### config.mk
export PLATFORM = sky130hd
export DESIGN_NAME = mrd_fsmsink
export DESIGN_NICKNAME = d
export VERILOG_FILES = /design/src/rtl/mrd_pkg.sv /design/src/rtl/mrd_fsmsink_mod7_addr_cnt.sv /design/src/rtl/mrd_fsmsink.sv
export SDC_FILE = /design/constraint.sdc
export NUM_CORES = 1
export LEC_CHECK = 0
export ABC_AREA = 1
export BUFFER_PORTS_ARGS = -buffer_cell sky130_fd_sc_hd__buf_2
export CAP_MARGIN = 10
export CORE_AREA = 2 2 140 142
export DETAILED_ROUTE_END_ITERATION = 10
export DIE_AREA = 0 0 142 144
export PLACE_DENSITY = 0.42
export SLEW_MARGIN = 15
export SYNTH_ARGS = -nofsm -noshare
export SYNTH_HDL_FRONTEND = slang
export SYNTH_HIERARCHICAL = 1
export SYNTH_SLANG_ARGS = --single-unit
### constraint.sdc
create_clock -name clk -period 2.6 [get_ports clk]
set_input_delay 0 -clock clk [delete_from_list [all_inputs] [get_ports clk]]
set_output_delay 0 -clock clk [all_outputs]
set_load 0.03 [all_outputs]
### src/rtl/mrd_pkg.sv
// Shared definitions for the mixed-radix DFT memory: top-FSM encodings,
// bank geometry, the sink FSM state type and the bank one-hot helper.
package mrd_pkg;

    localparam int unsigned NBANK  = 7;
    localparam int unsigned IDXW   = 3;
    localparam int unsigned FSMW   = 3;
    localparam int unsigned DW_DEF = 18;
    localparam int unsigned AW_DEF = 12;

    // Top-level FSM encodings
    localparam logic [FSMW-1:0] FSM_IDLE        = 3'd0;
    localparam logic [FSMW-1:0] FSM_SINK        = 3'd1;
    localparam logic [FSMW-1:0] FSM_WAIT_TO_RD  = 3'd2;
    localparam logic [FSMW-1:0] FSM_RD          = 3'd3;
    localparam logic [FSMW-1:0] FSM_WAIT_WR_END = 3'd4;
    localparam logic [FSMW-1:0] FSM_SOURCE      = 3'd5;

    // Sink write-engine states
    typedef enum logic [1:0] {
        S_IDLE  = 2'd0,
        S_RECV  = 2'd1,
        S_FLUSH = 2'd2
    } sink_state_e;

    // Bank index to one-hot enable; bank 0 sits at the MSB.
    function automatic logic [NBANK-1:0] bank_onehot(input logic [IDXW-1:0] idx);
        logic [NBANK-1:0] msb;
        msb         = {1'b1, {(NBANK-1){1'b0}}};
        bank_onehot = msb >> idx;
    endfunction

endpackage

### src/rtl/mrd_fsmsink_mod7_addr_cnt.sv
// Sequential mod-7 bank index / bank address counter.
// Walks frame index n as (n mod 7, n div 7) without a divider.
// Ports:
//   clk, rst_n  - clock, async active-low reset
//   clr         - restart at index 0 (with inc: land on index 1, addr 0)
//   inc         - advance by one sample
//   bank_idx    - current bank index 0..6
//   bank_addr   - current address within the bank
module mod7_addr_cnt
    import mrd_pkg::*;
#(
    parameter int unsigned AW = AW_DEF
) (
    input  logic            clk,
    input  logic            rst_n,
    input  logic            clr,
    input  logic            inc,
    output logic [IDXW-1:0] bank_idx,
    output logic [AW-1:0]   bank_addr
);

    logic [IDXW-1:0] idx_q, idx_d;
    logic [AW-1:0]   addr_q, addr_d;

    // Next index/address: clear takes priority; clear+inc means sample 0
    // was consumed this cycle, so the counter points at sample 1.
    always_comb begin
        idx_d  = idx_q;
        addr_d = addr_q;
        if (clr) begin
            addr_d = '0;
            idx_d  = inc ? IDXW'(1) : '0;
        end else if (inc) begin
            if (idx_q == IDXW'(NBANK-1)) begin
                idx_d  = '0;
                addr_d = addr_q + AW'(1);
            end else begin
                idx_d  = idx_q + IDXW'(1);
            end
        end
    end

    always_ff @(posedge clk or negedge rst_n) begin
        if (!rst_n) begin
            idx_q  <= '0;
            addr_q <= '0;
        end else begin
            idx_q  <= idx_d;
            addr_q <= addr_d;
        end
    end

    assign bank_idx  = idx_q;
    assign bank_addr = addr_q;

endmodule

### src/rtl/mrd_fsmsink.sv
// Sink-side write engine: receives one frame of dftpts complex samples on a
// sop/eop/valid stream while the top FSM is in Sink and writes sample n to
// bank (n mod 7) at address (n div 7). Reports completion and malformed frames.
// Ports:
//   clk, rst_n           - clock, async active-low reset
//   fsm                  - top-level FSM state (Sink = 1)
//   dftpts               - frame length, sampled at sop
//   in_valid/sop/eop     - input stream qualifiers
//   in_dreal/in_dimag    - input sample
//   wren                 - one-hot bank write enable (bank0 = MSB)
//   bank_addr_sink       - write address within the bank
//   wrdata_real/imag     - write data
//   sink_ongoing         - frame reception in progress
//   sink_end             - pulse: correct frame fully written
//   err_len              - pulse: malformed frame
//   cnt_sink             - samples written in the current frame
module mrd_fsmsink
    import mrd_pkg::*;
#(
    parameter int unsigned DW = DW_DEF,
    parameter int unsigned AW = AW_DEF
) (
    input  logic             clk,
    input  logic             rst_n,
    input  logic [FSMW-1:0]  fsm,
    input  logic [AW-1:0]    dftpts,
    input  logic             in_valid,
    input  logic             in_sop,
    input  logic             in_eop,
    input  logic [DW-1:0]    in_dreal,
    input  logic [DW-1:0]    in_dimag,
    output logic [NBANK-1:0] wren,
    output logic [AW-1:0]    bank_addr_sink,
    output logic [DW-1:0]    wrdata_real,
    output logic [DW-1:0]    wrdata_imag,
    output logic             sink_ongoing,
    output logic             sink_end,
    output logic             err_len,
    output logic [AW-1:0]    cnt_sink
);

    sink_state_e      state_q, state_d;
    logic [NBANK-1:0] wren_q, wren_d;
    logic [AW-1:0]    addr_q, addr_d;
    logic [DW-1:0]    wrr_q, wrr_d;
    logic [DW-1:0]    wri_q, wri_d;
    logic             ongoing_q, ongoing_d;
    logic             sink_end_q, sink_end_d;
    logic             err_len_q, err_len_d;
    logic [AW-1:0]    cnt_q, cnt_d;
    logic [AW-1:0]    len_q, len_d;

    logic             cnt_clr, cnt_inc;
    logic             do_start, do_write;
    logic [IDXW-1:0]  bank_idx;
    logic [AW-1:0]    bank_addr;
    logic [AW-1:0]    cnt_plus1;

    assign cnt_plus1 = cnt_q + AW'(1);

    mod7_addr_cnt #(.AW(AW)) u_addr_cnt (
        .clk       (clk),
        .rst_n     (rst_n),
        .clr       (cnt_clr),
        .inc       (cnt_inc),
        .bank_idx  (bank_idx),
        .bank_addr (bank_addr)
    );

    // Next-state and registered-output logic
    always_comb begin
        state_d    = state_q;
        wren_d     = '0;
        addr_d     = addr_q;
        wrr_d      = wrr_q;
        wri_d      = wri_q;
        sink_end_d = 1'b0;
        err_len_d  = 1'b0;
        cnt_d      = cnt_q;
        len_d      = len_q;
        cnt_clr    = 1'b0;
        cnt_inc    = 1'b0;
        do_start   = 1'b0;
        do_write   = 1'b0;

        if (fsm != FSM_SINK) begin
            state_d = S_IDLE;
        end else if (in_valid) begin
            case (state_q)
                S_IDLE: begin
                    if (in_sop) do_start = 1'b1;
                end
                S_RECV: begin
                    if (in_sop) begin
                        // Early sop aborts the current frame and restarts.
                        err_len_d = 1'b1;
                        do_start  = 1'b1;
                    end else begin
                        do_write = 1'b1;
                        if (in_eop) begin
                            state_d = S_IDLE;
                            if (cnt_plus1 == len_q) sink_end_d = 1'b1;
                            else                    err_len_d  = 1'b1;
                        end else if (cnt_plus1 == len_q) begin
                            // Frame full but no eop: drop the rest until eop.
                            err_len_d = 1'b1;
                            state_d   = S_FLUSH;
                        end
                    end
                end
                S_FLUSH: begin
                    if (in_sop)      do_start = 1'b1;
                    else if (in_eop) state_d  = S_IDLE;
                end
                default: state_d = S_IDLE;
            endcase
        end

        // Sample 0 of a new frame: fixed bank 0, address 0
        if (do_start) begin
            wren_d  = bank_onehot(IDXW'(0));
            addr_d  = '0;
            cnt_d   = AW'(1);
            len_d   = dftpts;
            cnt_clr = 1'b1;
            cnt_inc = 1'b1;
            state_d = S_RECV;
            if (in_eop) begin
                state_d = S_IDLE;
                if (dftpts == AW'(1)) sink_end_d = 1'b1;
                else                  err_len_d  = 1'b1;
            end
        end

        if (do_write) begin
            wren_d  = bank_onehot(bank_idx);
            addr_d  = bank_addr;
            cnt_d   = cnt_plus1;
            cnt_inc = 1'b1;
        end

        if (do_start || do_write) begin
            wrr_d = in_dreal;
            wri_d = in_dimag;
        end

        ongoing_d = (state_d == S_RECV);
    end

    always_ff @(posedge clk or negedge rst_n) begin
        if (!rst_n) begin
            state_q    <= S_IDLE;
            wren_q     <= '0;
            addr_q     <= '0;
            wrr_q      <= '0;
            wri_q      <= '0;
            ongoing_q  <= 1'b0;
            sink_end_q <= 1'b0;
            err_len_q  <= 1'b0;
            cnt_q      <= '0;
            len_q      <= '0;
        end else begin
            state_q    <= state_d;
            wren_q     <= wren_d;
            addr_q     <= addr_d;
            wrr_q      <= wrr_d;
            wri_q      <= wri_d;
            ongoing_q  <= ongoing_d;
            sink_end_q <= sink_end_d;
            err_len_q  <= err_len_d;
            cnt_q      <= cnt_d;
            len_q      <= len_d;
        end
    end

    assign wren           = wren_q;
    assign bank_addr_sink = addr_q;
    assign wrdata_real    = wrr_q;
    assign wrdata_imag    = wri_q;
    assign sink_ongoing   = ongoing_q;
    assign sink_end       = sink_end_q;
    assign err_len        = err_len_q;
    assign cnt_sink       = cnt_q;

endmodule

* After elaboration in Yosys (flattened, before gate mapping)
Index checks and enable logic that the tools add are counted.
** Word-level totals
- Flip-flop bits (word level) :: 99
- Bits in latches :: 0
- RAM bits :: 0
- Memory bits (read-only) :: 0
- Input port bits :: 56
- Output and inout port bits :: 70
- Logic and storage cells :: 81
- Memories kept :: 0
** Operators by class
- $add $sub $neg :: 3
- $mul :: 0
- Div/mod/pow operators :: 0
- $lt $le $gt $ge :: 0
- Equality and inequality tests :: 7
- Shifts and indexed selects :: 1
- Multiplexer cells :: 51
- Bitwise gates (word level) :: 0
- Reduce and logical (&&, ||, !) cells :: 7
** Operators by type and width (count)
- 12-bit 2-to-1 mux :: 7
- 1-bit 2-to-1 mux :: 30
- 12-bit by 1-bit adder with 12-bit output, second input constant :: 2
- 2-bit 2-to-1 mux :: 8
- 7-bit 2-to-1 mux :: 2
- 12-bit by 1-bit equality test with 1-bit output, second input constant :: 1
- 12-bit equality test :: 1
- 3-bit 2-to-1 mux :: 3
- 7-bit by 3-bit >> shifter with 7-bit output, first input constant :: 1
- 2-bit one-hot mux with 3 select lines :: 1
- 2-bit nonzero test :: 3
- 2-bit by 1-bit equality test with 1-bit output, second input constant :: 2
- 3-bit by 1-bit adder with 3-bit output, second input constant :: 1
- 3-bit equality test, second input constant :: 1
- 3-bit by 1-bit inequality test with 1-bit output, second input constant :: 1
- 3-bit OR reduction :: 1
- 2-bit equality test, second input constant :: 1
- 2-bit logical NOT :: 1
- 2-bit AND reduction :: 1
- 1-bit logical OR :: 1

* Longest topological paths before layout
Gate-level depths: netlist of the first run.
- Depth in word-level cells :: 11
- Depth in mapped cells :: 18
- Depth with buffers taken out :: 18

* Modules after synthesis
The synthesis of the first run kept the hierarchy.
** By module, submodules not included
- mrd_fsmsink :: times used 1, cells an instance 449, area an instance 3783.6 um^2, seq. area each 2102.0 um^2
- mod7_addr_cnt :: times used 1, cells an instance 114, area an instance 843.3 um^2, seq. area each 375.4 um^2

* Worst setup path before layout of the first run
OpenSTA, ideal clock, no wires.
- Kind :: register to register
- Start point :: reg cnt_q[0] (netlist: cnt_sink[0])
- End point :: reg err_len_q (netlist: err_len)
- Library setup time :: 0.124 ns
- Arrival time :: 2.100 ns
- Data required time :: 2.476 ns
- Path slack :: 0.376 ns
- Cell stages (with the launch flop) :: 13
- Buffers on the path :: 0
- Period minus slack after synthesis :: 2.224 ns
- Path through :: dfrtp_1 > ha_1 > nand2_1 > nor2_2 > nand3_1 > nand3_1 > nand2_1 > nor3b_1 > nand4_1 > nor3_1 > ha_1 > nor2_1 > o31ai_1
** On the way
- Longest elaborated chain between the ends :: 11
- Elaborated cells between the ends (all ways) :: 12
- Those cells by class :: add/sub: 1; eq/ne: 1; mux: 10
** Ends and longest elaborated chain
- start: declaration :: line mrd_fsmsink.sv:50 : logic [AW-1:0] cnt_q, cnt_d;
- start signal: assignment :: line mrd_fsmsink.sv:171 : cnt_q <= cnt_d;
- 12-bit by 1-bit adder with 12-bit output * :: line mrd_fsmsink.sv:59 : assign cnt_plus1 = cnt_q + AW'(1);
- 12-bit equality test * :: line mrd_fsmsink.sv:102, mrd_fsmsink.sv:104
- 1-bit 2-to-1 mux, on equally long branches :: line mrd_fsmsink.sv:104, mrd_fsmsink.sv:102
- 1-bit 2-to-1 mux * :: line mrd_fsmsink.sv:100 : if (in_eop) begin
- 1-bit 2-to-1 mux * :: line mrd_fsmsink.sv:94 : if (in_sop) begin
- 1-bit 2-to-1 mux * :: line mrd_fsmsink.sv:89 : case (state_q)
- 1-bit 2-to-1 mux * :: line mrd_fsmsink.sv:88 : end else if (in_valid) begin
- 1-bit 2-to-1 mux * :: line mrd_fsmsink.sv:86 : if (fsm != FSM_SINK) begin
- 1-bit 2-to-1 mux :: line mrd_fsmsink.sv:130 : if (dftpts == AW'(1)) sink_end_d = 1'b1;
- 1-bit 2-to-1 mux :: line mrd_fsmsink.sv:128 : if (in_eop) begin
- 1-bit 2-to-1 mux * :: line mrd_fsmsink.sv:120 : if (do_start) begin
- via err_len_d :: line mrd_fsmsink.sv:49 : logic err_len_q, err_len_d;
- end signal: assignment :: line mrd_fsmsink.sv:170 : err_len_q <= err_len_d;
- end: declaration :: line mrd_fsmsink.sv:49
The timed path passes the listed nets; every way through them passes the cells marked *.
A chain may end at the register's enable or synchronous reset.

* Final worst setup path of the first run
Ends and elaborated chain as after synthesis.

==> results of run 1 <==
## layer usage
layer | track usage (%) | vias to the layer above
li1 | - | 2142
met1 | 16.9 | 1962
met2 | 21.3 | 126
met3 | 2.91 | 21
met4 | 6.32 | 0
met5 | 0 | -
## cell type report
| cell class | instances | area share (%) |
|---|---|---|
| Multi-Input combinational cell | 399 | 29.4 |
| Tap cell | 238 | 4.68 |
| Sequential cell | 99 | 38.9 |
| Timing Repair Buffer | 183 | 18.9 |
| Clock inverter | 6 | 1.40 |
| Inverter | 49 | 2.89 |
| Clock buffer | 10 | 3.75 |
## state kept, by name, indices dropped and copies added (netlist names)
name and cells:
state_q 2, sink_end 1, wrdata_real 18, err_len 1, wren 7, u_addr_cnt/bank_idx 3, bank_addr_sink 12, len_q 12
sink_ongoing 1, u_addr_cnt/bank_addr 12, cnt_sink 12, wrdata_imag 18
## through the flow
step | util, % | std cells | area [um^2] | setup slack [ns]
floorplan | - | 563 | 4630 | 0.376
global placement | 28.9 | 916 | 5520 | 0.369
detailed placement | 28.9 | 916 | 5520 | 0.360
CTS | 33.4 | 984 | 6370 | 0.352
global route | 33.4 | 984 | 6370 | 0.0783
finish | 33.4 | 984 | 6370 | 0.355
## where the power goes
part / internal (uW) / total [uW] / leakage [uW] / switching [uW]
Combinational: 381 / 1110 / 0.00192 / 724
Clock: 870 / 1470 / 0.000155 / 599
Sequential: 1760 / 1940 / 0.00129 / 180
Total: 3010 / 4510 / 0.00337 / 1500
## worst max-delay path, stage by stage (launching register included)
cell	delay [ns]
dfrtp_1	0.46
ha_1	0.23
nand2_1	0.10
nor2_2	0.18
nand2_1	0.10
nand3_1	0.07
nand2_1	0.07
nor3_1	0.22
nand4_1	0.12
nor3_1	0.17
ha_1	0.26
nor2_1	0.09
o31ai_1	0.06
## cell families after synthesis
group                      count (synthesis)  share of synthesized area, %
xor gates and xnor gates                   4                          1.05
buffers and inverters                     65                          5.95
DFF                                       99                          53.5
adders and majority gates                  3                         0.811
and+or+nand+nor                          339                          31.2
AOI/OAI and AO/OA                         53                          7.41
## cell usage after synthesis, types with 5 or more instances
cell | number | share of area, %
o21ai_0 | 19 | 2.1
buf_4 | 5 | 0.81
nor3_1 | 7 | 0.76
nand3_1 | 34 | 3.7
inv_1 | 45 | 3.7
a21oi_1 | 6 | 0.65
nand2_2 | 7 | 0.95
nand2_1 | 223 | 18
nor2_2 | 5 | 0.68
nor2_1 | 46 | 3.7
o22ai_1 | 6 | 0.81
dfrtp_1 | 99 | 54
a22o_1 | 13 | 2.5
## layout by cell type (no fill, tap or decap), types with 2 or more instances in the layout
cell	Yosys	final
nand2_1	223	223
nor2_2	5	5
dfrtp_1	99	99
bufinv_16	0	2
nor3b_1	2	2
nand3_1	34	34
xor2_1	2	2
nor4_1	3	3
dlygate4sd3_1	0	52
clkinvlp_4	0	2
inv_2	4	4
buf_4	5	6
nand2_2	7	7
a21oi_1	6	6
nor2_4	2	2
o211ai_1	2	2
nor2_1	46	46
nand4_1	3	3
ha_1	3	3
o22ai_1	6	6
buf_2	4	124
o21ai_0	19	19
a22o_1	13	13
clkbuf_16	0	9
o31ai_1	2	2
nor3_1	7	7
inv_1	45	45
o21ai_2	2	2
## final timing paths
path | from | endpoint | cells past startpoint
max in group asynchronous | rst_n | len_q[10] | 3
hold / removal | fsm[1] | err_len | 6
min in group asynchronous | rst_n | wrdata_imag[11] | 2
hold reg to reg | wrdata_imag[8] | wrdata_imag[8] | 2
setup reg to reg | cnt_sink[0] | err_len | 12
setup / recovery | cnt_sink[0] | err_len | 12
==> run_results.csv, run 1 <==
group,metric,value,unit
min_path,hp-class,"in -> reg",
clock_tree,numCtsBuffers,9,
global_routing,grt_max_degree,61,
setup_path,setup.worst_path.end_class,"flip-flop",
routing,highest_layer,"met4",
finish,syn_to_final_growth,37.6,%
sta,hold_slack,0.0472,ns
sta,hold_viol,0,
placement,io_buffers,125,
power,p_total,4510,uW
logic_synthesis,syn_area,4630,um^2
clock_tree,clk_latency,0.35,ns
logic_synthesis,synth-edff-count,0,
routing,drcViolationCount,0,
clock_tree,clock-root-buffer,"clkbuf_16",
setup_path,required,2.83,ns
clock_tree,hold_buffers,52,
logic_synthesis,synth_cell_types,39,
global_routing,grt_usage,13.2,%
logic_synthesis,synth_nets,622,
logic_synthesis,ys_warn_count,6,
routing,dr.pass1.iters,4,
clock_tree,cts_setup_buffers,0,
setup_path,rrSetupSlack,0.36,ns
power,peakVddDrop,0.338,mV
routing,drt_iter0_drc,282,
logic_synthesis,syn_inst,563,
routing,wl_per_cell,13.0,um
routing,routed-via-count,4251,
sta,maxSlewHeadroom,62.2,%
finish,regArea,2480,um^2
finish,num_antenna_cells,0,
finish,fin_nets,800,
routing,dr_wl_met2,5860,um
setup_path,crit_arrival,2.48,ns
floorplan,ioPinCount,126,
clock_tree,post_cts_resized,0,
sta,rsz0062_at_grt,"false",
clock_tree,clock-sinks,99,
power,power.leakage,0.00337,uW
global_routing,first_global_vias,4231,
sta,tns,0,ns
setup_path,cp_max_fo,7,
placement,dp_hpwl,8740,um
sta,fmax,445,MHz
clock_tree,clk_pin_slew,0.07,ns
power,power.density,708,nW/um^2
global_routing,grt_antenna_before_repair,0,
sta,post-route-period-util,86.3,%
floorplan,core_area,19100,um^2
clock_tree,htreeDepth,3,
sta,skew,0.00809,ns
placement,gp_congestion,0.861,
routing,met1_length,5960,um
logic_synthesis,async_flop_share,100,%
clock_tree,cts_tree,"built",
status,outcome,"finished, final reports clean",
routing,wirelength,12800,um
floorplan,die_area,20400,um^2
finish,nFillCells,2007,
floorplan,rows,51,
routing,antenna_left,0,
clock_tree,clockBufferDepth,2,
logic_synthesis,synth_ff_type,"dfrtp_1",
floorplan,die_w,142,um
run,drv_cap,0,
global_routing,grt_pass1_wl,21200,um
finish,drive_gt1_share,23.1,%
sta,setup_viol,0,
setup_path,critical_path_class,"reg -> reg",
floorplan,die_y,144,um
floorplan,initial_core_util,24.3,%
sta,slew_viol_final,0,
global_routing,grt.overflow.total,0,
finish,multiInputGateArea,1870,um^2
routing,avgViaCountPerCell,4.32,
routing,wl_met3,669,um
logic_synthesis,syn_area_per_cell,8.22,um^2
sta,worst_slew_pin_slew,0.567,ns
setup_path,critPathLaunchType,"flip-flop",
logic_synthesis,ys_ff_latch,99,
logic_synthesis,yosysSeqAreaShare,53.5,%
sta,period_needed,2.24,ns
(Power assumes the default switching activity.)
==> run 2, diff against run 1 <==
==> constraint.sdc (replaced) <==
create_clock -name clk -period 2.6 [get_ports clk]
set_input_delay 0.13 -clock clk [delete_from_list [all_inputs] [get_ports clk]]
set_output_delay 0.13 -clock clk [all_outputs]
set_load 0.03 [all_outputs]
==> run_results.csv, run 2 (same netlist as run 1, synthesis figures left out) <==
group,metric,value,unit
global_routing,grt_max_degree,100,
routing,routed-via-count,4218,
placement,dp_cells,917,
global_routing,grt_usage,13.3,%
setup_path,cp_max_fo,7,
global_routing,grt.overflow.total,0,
clock_tree,cts_tree,"built",
finish,layout_commonest_cell,"nand2_1",
clock_tree,clk_latency,0.35,ns
setup_path,setup.worst_path.end_class,"flip-flop",
sta,fmax,446,MHz
routing,drcViolationCount,0,
sta,hold_viol,0,
finish,num_antenna_cells,0,
setup_path,slowest_stage,"dfrtp_1",
placement,gp_congestion,0.819,
clock_tree,clk_pin_slew,0.07,ns
clock_tree,numCtsBuffers,9,
setup_path,cp_top_family,"simple AND/OR/NAND/NOR gates",
sta,slew_viol_final,0,
sta,period_needed,2.24,ns
min_path,hp-class,"in -> reg",
sta,post-route-period-util,86.2,%
floorplan,core_area,19100,um^2
power,p_total,4290,uW
routing,highest_layer,"met4",
status,outcome,"finished, final reports clean",
routing,avgViaCountPerCell,4.33,
setup_path,crit_arrival,2.48,ns
clock_tree,clock-sinks,99,
sta,tns,0,ns
finish,drive_gt1_share,23.2,%
finish,fin_nets,792,
setup_path,required,2.83,ns
global_routing,grt_pass1_wl,21600,um
power,peakVddDrop,0.329,mV
power,power.leakage,0.00330,uW
routing,drt_iter0_drc,241,
placement,io_buffers,125,
clock_tree,clock-root-buffer,"clkbuf_16",
sta,skew,0.00608,ns
finish,regArea,2480,um^2
floorplan,die_y,144,um
run,drv_cap,0,
routing,wl_met3,653,um
setup_path,critPathLaunchType,"flip-flop",
floorplan,ioPinCount,126,
placement,dp_hpwl,8660,um
finish,layout_common_cells,"223 x nand2_1, 124 x buf_2, 99 x dfrtp_1",
floorplan,die_area,20400,um^2
clock_tree,clockBufferDepth,2,
routing,dr_wl_met2,5480,um
power,power.density,689,nW/um^2
global_routing,first_global_vias,4348,
sta,setup_viol,0,
sta,maxSlewHeadroom,63.1,%
routing,antenna_left,0,
finish,syn_to_final_growth,34.6,%
setup_path,slowest_delay,0.48,ns
sta,worst_slew_pin_slew,0.554,ns
routing,wl_per_cell,13.0,um
setup_path,cp_cell_sequence,"ha_1 -> nand2_1 -> nor2_2 -> nand3_1 -> nand3_1 -> nand2_1 -> nor3b_1 -> nand4_1 -> nor3_1 -> ha_1 -> nor2_1 -> o31ai_1",
routing,wirelength,12600,um
floorplan,initial_core_util,24.3,%
clock_tree,htreeDepth,3,
finish,fin_cells,975,
global_routing,grt_antenna_before_repair,0,
finish,nFillCells,1986,
floorplan,die_w,142,um
setup_path,path_buf_inv,0,
routing,dr.pass1.iters,4,
floorplan,rows,51,
routing,met1_length,6140,um
setup_path,critical_path_class,"reg -> reg",
sta,rsz0062_at_grt,"false",
finish,multiInputGateArea,1870,um^2
## run 2: repair_timing
action	in CTS	in global routing
hold endpoints to repair	141	0
setup buffers	0	0
setup endpoints to repair	0	0
resized for setup	0	0
hold buffers	43	0
## run 2: worst register-to-register path, cell delays in order (launching register included)
cell and delay [ns]:
dfrtp_1 0.48, ha_1 0.23, nand2_1 0.10, nor2_2 0.17, nand3_1 0.12, nand3_1 0.11, nand2_1 0.06, nor3b_1 0.17
nand4_1 0.11, nor3_1 0.16, ha_1 0.26, nor2_1 0.09, o31ai_1 0.07
## run 2: routing by layer
metal  up-vias  GRT usage [%]
met5         -              0
met4         0           6.16
met3        23           2.78
met2       128           21.1
met1      1941           17.5
li1       2126              -
## run 2: cell type report
type                            instances  share of cell area [%]
Clock buffer                           10                    3.68
Multi-Input combinational cell        399                    30.1
Timing Repair Buffer                  175                    18.0
Inverter                               49                    2.95
Tap cell                              238                    4.78
Clock inverter                          5                   0.643
Sequential cell                        99                    39.8
## run 2: worst paths after layout
kind | start | end | slack, ns | depth (start not counted)
setup / recovery | cnt_sink[0] | err_len | 0.36 | 12
hold / removal | dftpts[8] | len_q[8] | 0.03 | 3
setup reg to reg | cnt_sink[0] | err_len | 0.36 | 12
hold reg to reg | wrdata_real[15] | wrdata_real[15] | 0.48 | 2
max in group asynchronous | rst_n | bank_addr_sink[6] | 1.78 | 3
min in group asynchronous | rst_n | wrdata_imag[12] | 0.38 | 3
## run 2: power by group
| group | leakage [uW] | total (uW) | internal, uW | switching (uW) |
|---|---|---|---|---|
| registers | 0.00129 | 1940 | 1760 | 182 |
| clock network | 0.000121 | 1260 | 650 | 608 |
| logic | 0.00189 | 1100 | 373 | 723 |
| total | 0.00330 | 4290 | 2780 | 1510 |
## run 2: metrics by stage
step,worst slack (ns),util [%],cell area (um^2),hold WS [ns]
floorplan,0.376,-,4630,-0.166
global placement,0.373,29.0,5530,0.245
detailed placement,0.353,29.0,5530,0.243
CTS,0.340,32.6,6230,0.00987
global route,0.138,32.6,6230,0.0410
finish,0.358,32.6,6230,0.0266
==> run 3, diff against run 2 <==
--- a/config.mk
+++ b/config.mk
@@ -6,11 +6,12 @@
 export NUM_CORES = 1
 export LEC_CHECK = 0
 export ABC_AREA = 1
-export BUFFER_PORTS_ARGS = -buffer_cell sky130_fd_sc_hd__buf_2
+export BUFFER_PORTS_ARGS = -buffer_cell sky130_fd_sc_hd__buf_4
 export CAP_MARGIN = 10
 export CORE_AREA = 2 2 140 142
 export DETAILED_ROUTE_END_ITERATION = 10
 export DIE_AREA = 0 0 142 144
+export HOLD_SLACK_MARGIN = 0.05
 export PLACE_DENSITY = 0.42
 export SLEW_MARGIN = 15
 export SYNTH_ARGS = -nofsm -noshare
==> run_results.csv, run 3 (same netlist as run 1, synthesis figures left out) <==
group,metric,value,unit
clock_tree,cts_setup_buffers,0,
clock_tree,post_cts_resized,0,
run,drv_cap,0,
global_routing,grt.overflow.total,0,
routing,avgViaCountPerCell,4.37,
sta,setup_viol,0,
sta,post-route-period-util,86.1,%
finish,drive_gt1_share,23.3,%
power,power.density,697,nW/um^2
status,outcome,"finished, final reports clean",
setup_path,setup.worst_path.end_class,"flip-flop",
finish,fin_nets,798,
clock_tree,cts_tree,"built",
sta,period_needed,2.24,ns
placement,io_buffers,125,
floorplan,die_y,144,um
sta,slew_viol_final,0,
clock_tree,clock-root-buffer,"clkbuf_16",
setup_path,slowest_delay,0.46,ns
clock_tree,clock-sinks,99,
sta,hold_viol,0,
routing,antenna_left,0,
floorplan,die_w,142,um
setup_path,cp_max_fo,7,
setup_path,required,2.83,ns
setup_path,slowest_stage,"dfrtp_1",
sta,tns,0,ns
setup_path,critical_path_class,"reg -> reg",
finish,layout_common_cells,"223 x nand2_1, 131 x buf_4, 99 x dfrtp_1",
routing,routed-via-count,4290,
finish,num_antenna_cells,0,
sta,skew,0.00564,ns
clock_tree,clk_latency,0.34,ns
routing,drcViolationCount,0,
global_routing,grt_pass1_wl,21800,um
floorplan,core_area,19100,um^2
min_path,hp-class,"in -> reg",
clock_tree,clk_pin_slew,0.07,ns
sta,fmax,447,MHz
routing,dr.pass1.iters,4,
routing,drt_iter0_drc,238,
sta,maxSlewHeadroom,60.9,%
global_routing,grt_max_degree,58,
sta,worst_slew_pin_slew,0.586,ns
global_routing,first_global_vias,4368,
power,peakVddDrop,0.328,mV
routing,wl_per_cell,13.3,um
floorplan,initial_core_util,24.3,%
finish,final_area,6660,um^2
setup_path,critPathLaunchType,"flip-flop",
floorplan,die_area,20400,um^2
placement,gp_congestion,0.871,
placement,dpl_cell_area,5840,um^2
clock_tree,numCtsBuffers,9,
floorplan,ioPinCount,126,
setup_path,cp_cell_sequence,"ha_1 -> nand2_1 -> nor2_2 -> nand3_1 -> nand3_1 -> nand2_1 -> nor3b_1 -> nand4_1 -> nor3_1 -> ha_1 -> nor2_1 -> o31ai_1",
placement,dp_hpwl,9130,um
setup_path,crit_arrival,2.47,ns
clock_tree,hold_buffers,49,
power,power.leakage,0.00344,uW
floorplan,rows,51,
finish,layout_commonest_cell,"nand2_1",
global_routing,grt_usage,13.4,%
sta,rsz0062_at_grt,"false",
finish,syn_to_final_growth,43.8,%
clock_tree,htreeDepth,3,
routing,wirelength,13100,um
clock_tree,clockBufferDepth,2,
global_routing,grt_antenna_before_repair,0,
-- run 3: metrics by stage --
stage / util, % / hold slack, ns / cells / total power [uW] / setup WS, ns
global route: 34.9 / 0.0563 / 982 / 4920 / 0.0859
global placement: 30.6 / 0.174 / 917 / 3140 / 0.369
floorplan: - / -0.166 / 563 / 2640 / 0.376
finish: 34.9 / 0.0552 / 982 / 4640 / 0.361
CTS: 34.9 / 0.0506 / 982 / 4720 / 0.347
detailed placement: 30.6 / 0.182 / 917 / 3140 / 0.354
-- run 3: where the power goes --
part           total (uW)  internal, uW  switching [uW]
combinational        1210           487             726
clock                1480           892             587
sequential           1950          1760             190
-- run 3: worst paths after layout --
path / slack (ns) / start / cells past startpoint / endpoint
min in group asynchronous: 0.32 / rst_n / 2 / wrdata_imag[11]
max in group asynchronous: 1.55 / rst_n / 3 / u_addr_cnt/bank_addr[3]
hold reg to reg: 0.48 / wrdata_real[12] / 2 / wrdata_real[12]
setup reg to reg: 0.36 / cnt_sink[0] / 12 / err_len
setup / recovery: 0.36 / cnt_sink[0] / 12 / err_len
hold / removal: 0.06 / dftpts[4] / 3 / len_q[4]
-- run 3: cell type report --
cell class                 count  area [um^2]
clock buffer                  11          253
timing repair buffer         181         1490
multi-input combinational    399         1870
clock inverter                 5         75.1
sequential                    99         2480
fill                        1941        12400
tap                          238          298
inverter                      49          184
-- run 3: metal layers --
| metal | global-route usage [%] | wire length, um | vias up |
|---|---|---|---|
| met2 | 21.7 | 5900 | 123 |
| met5 | 0 | 0 | - |
| met4 | 5.63 | 340 | 0 |
| met1 | 17.6 | 6170 | 2003 |
| met3 | 2.75 | 676 | 26 |
| li1 | - | - | 2138 |
-- run 3: critical path: cells and delay by family (launching register included) --
kind | cells | cell delay, ns
compound gates | 1 | 0.07
flops | 1 | 0.46
simple gates | 9 | 1.11
fa+ha+maj | 2 | 0.50
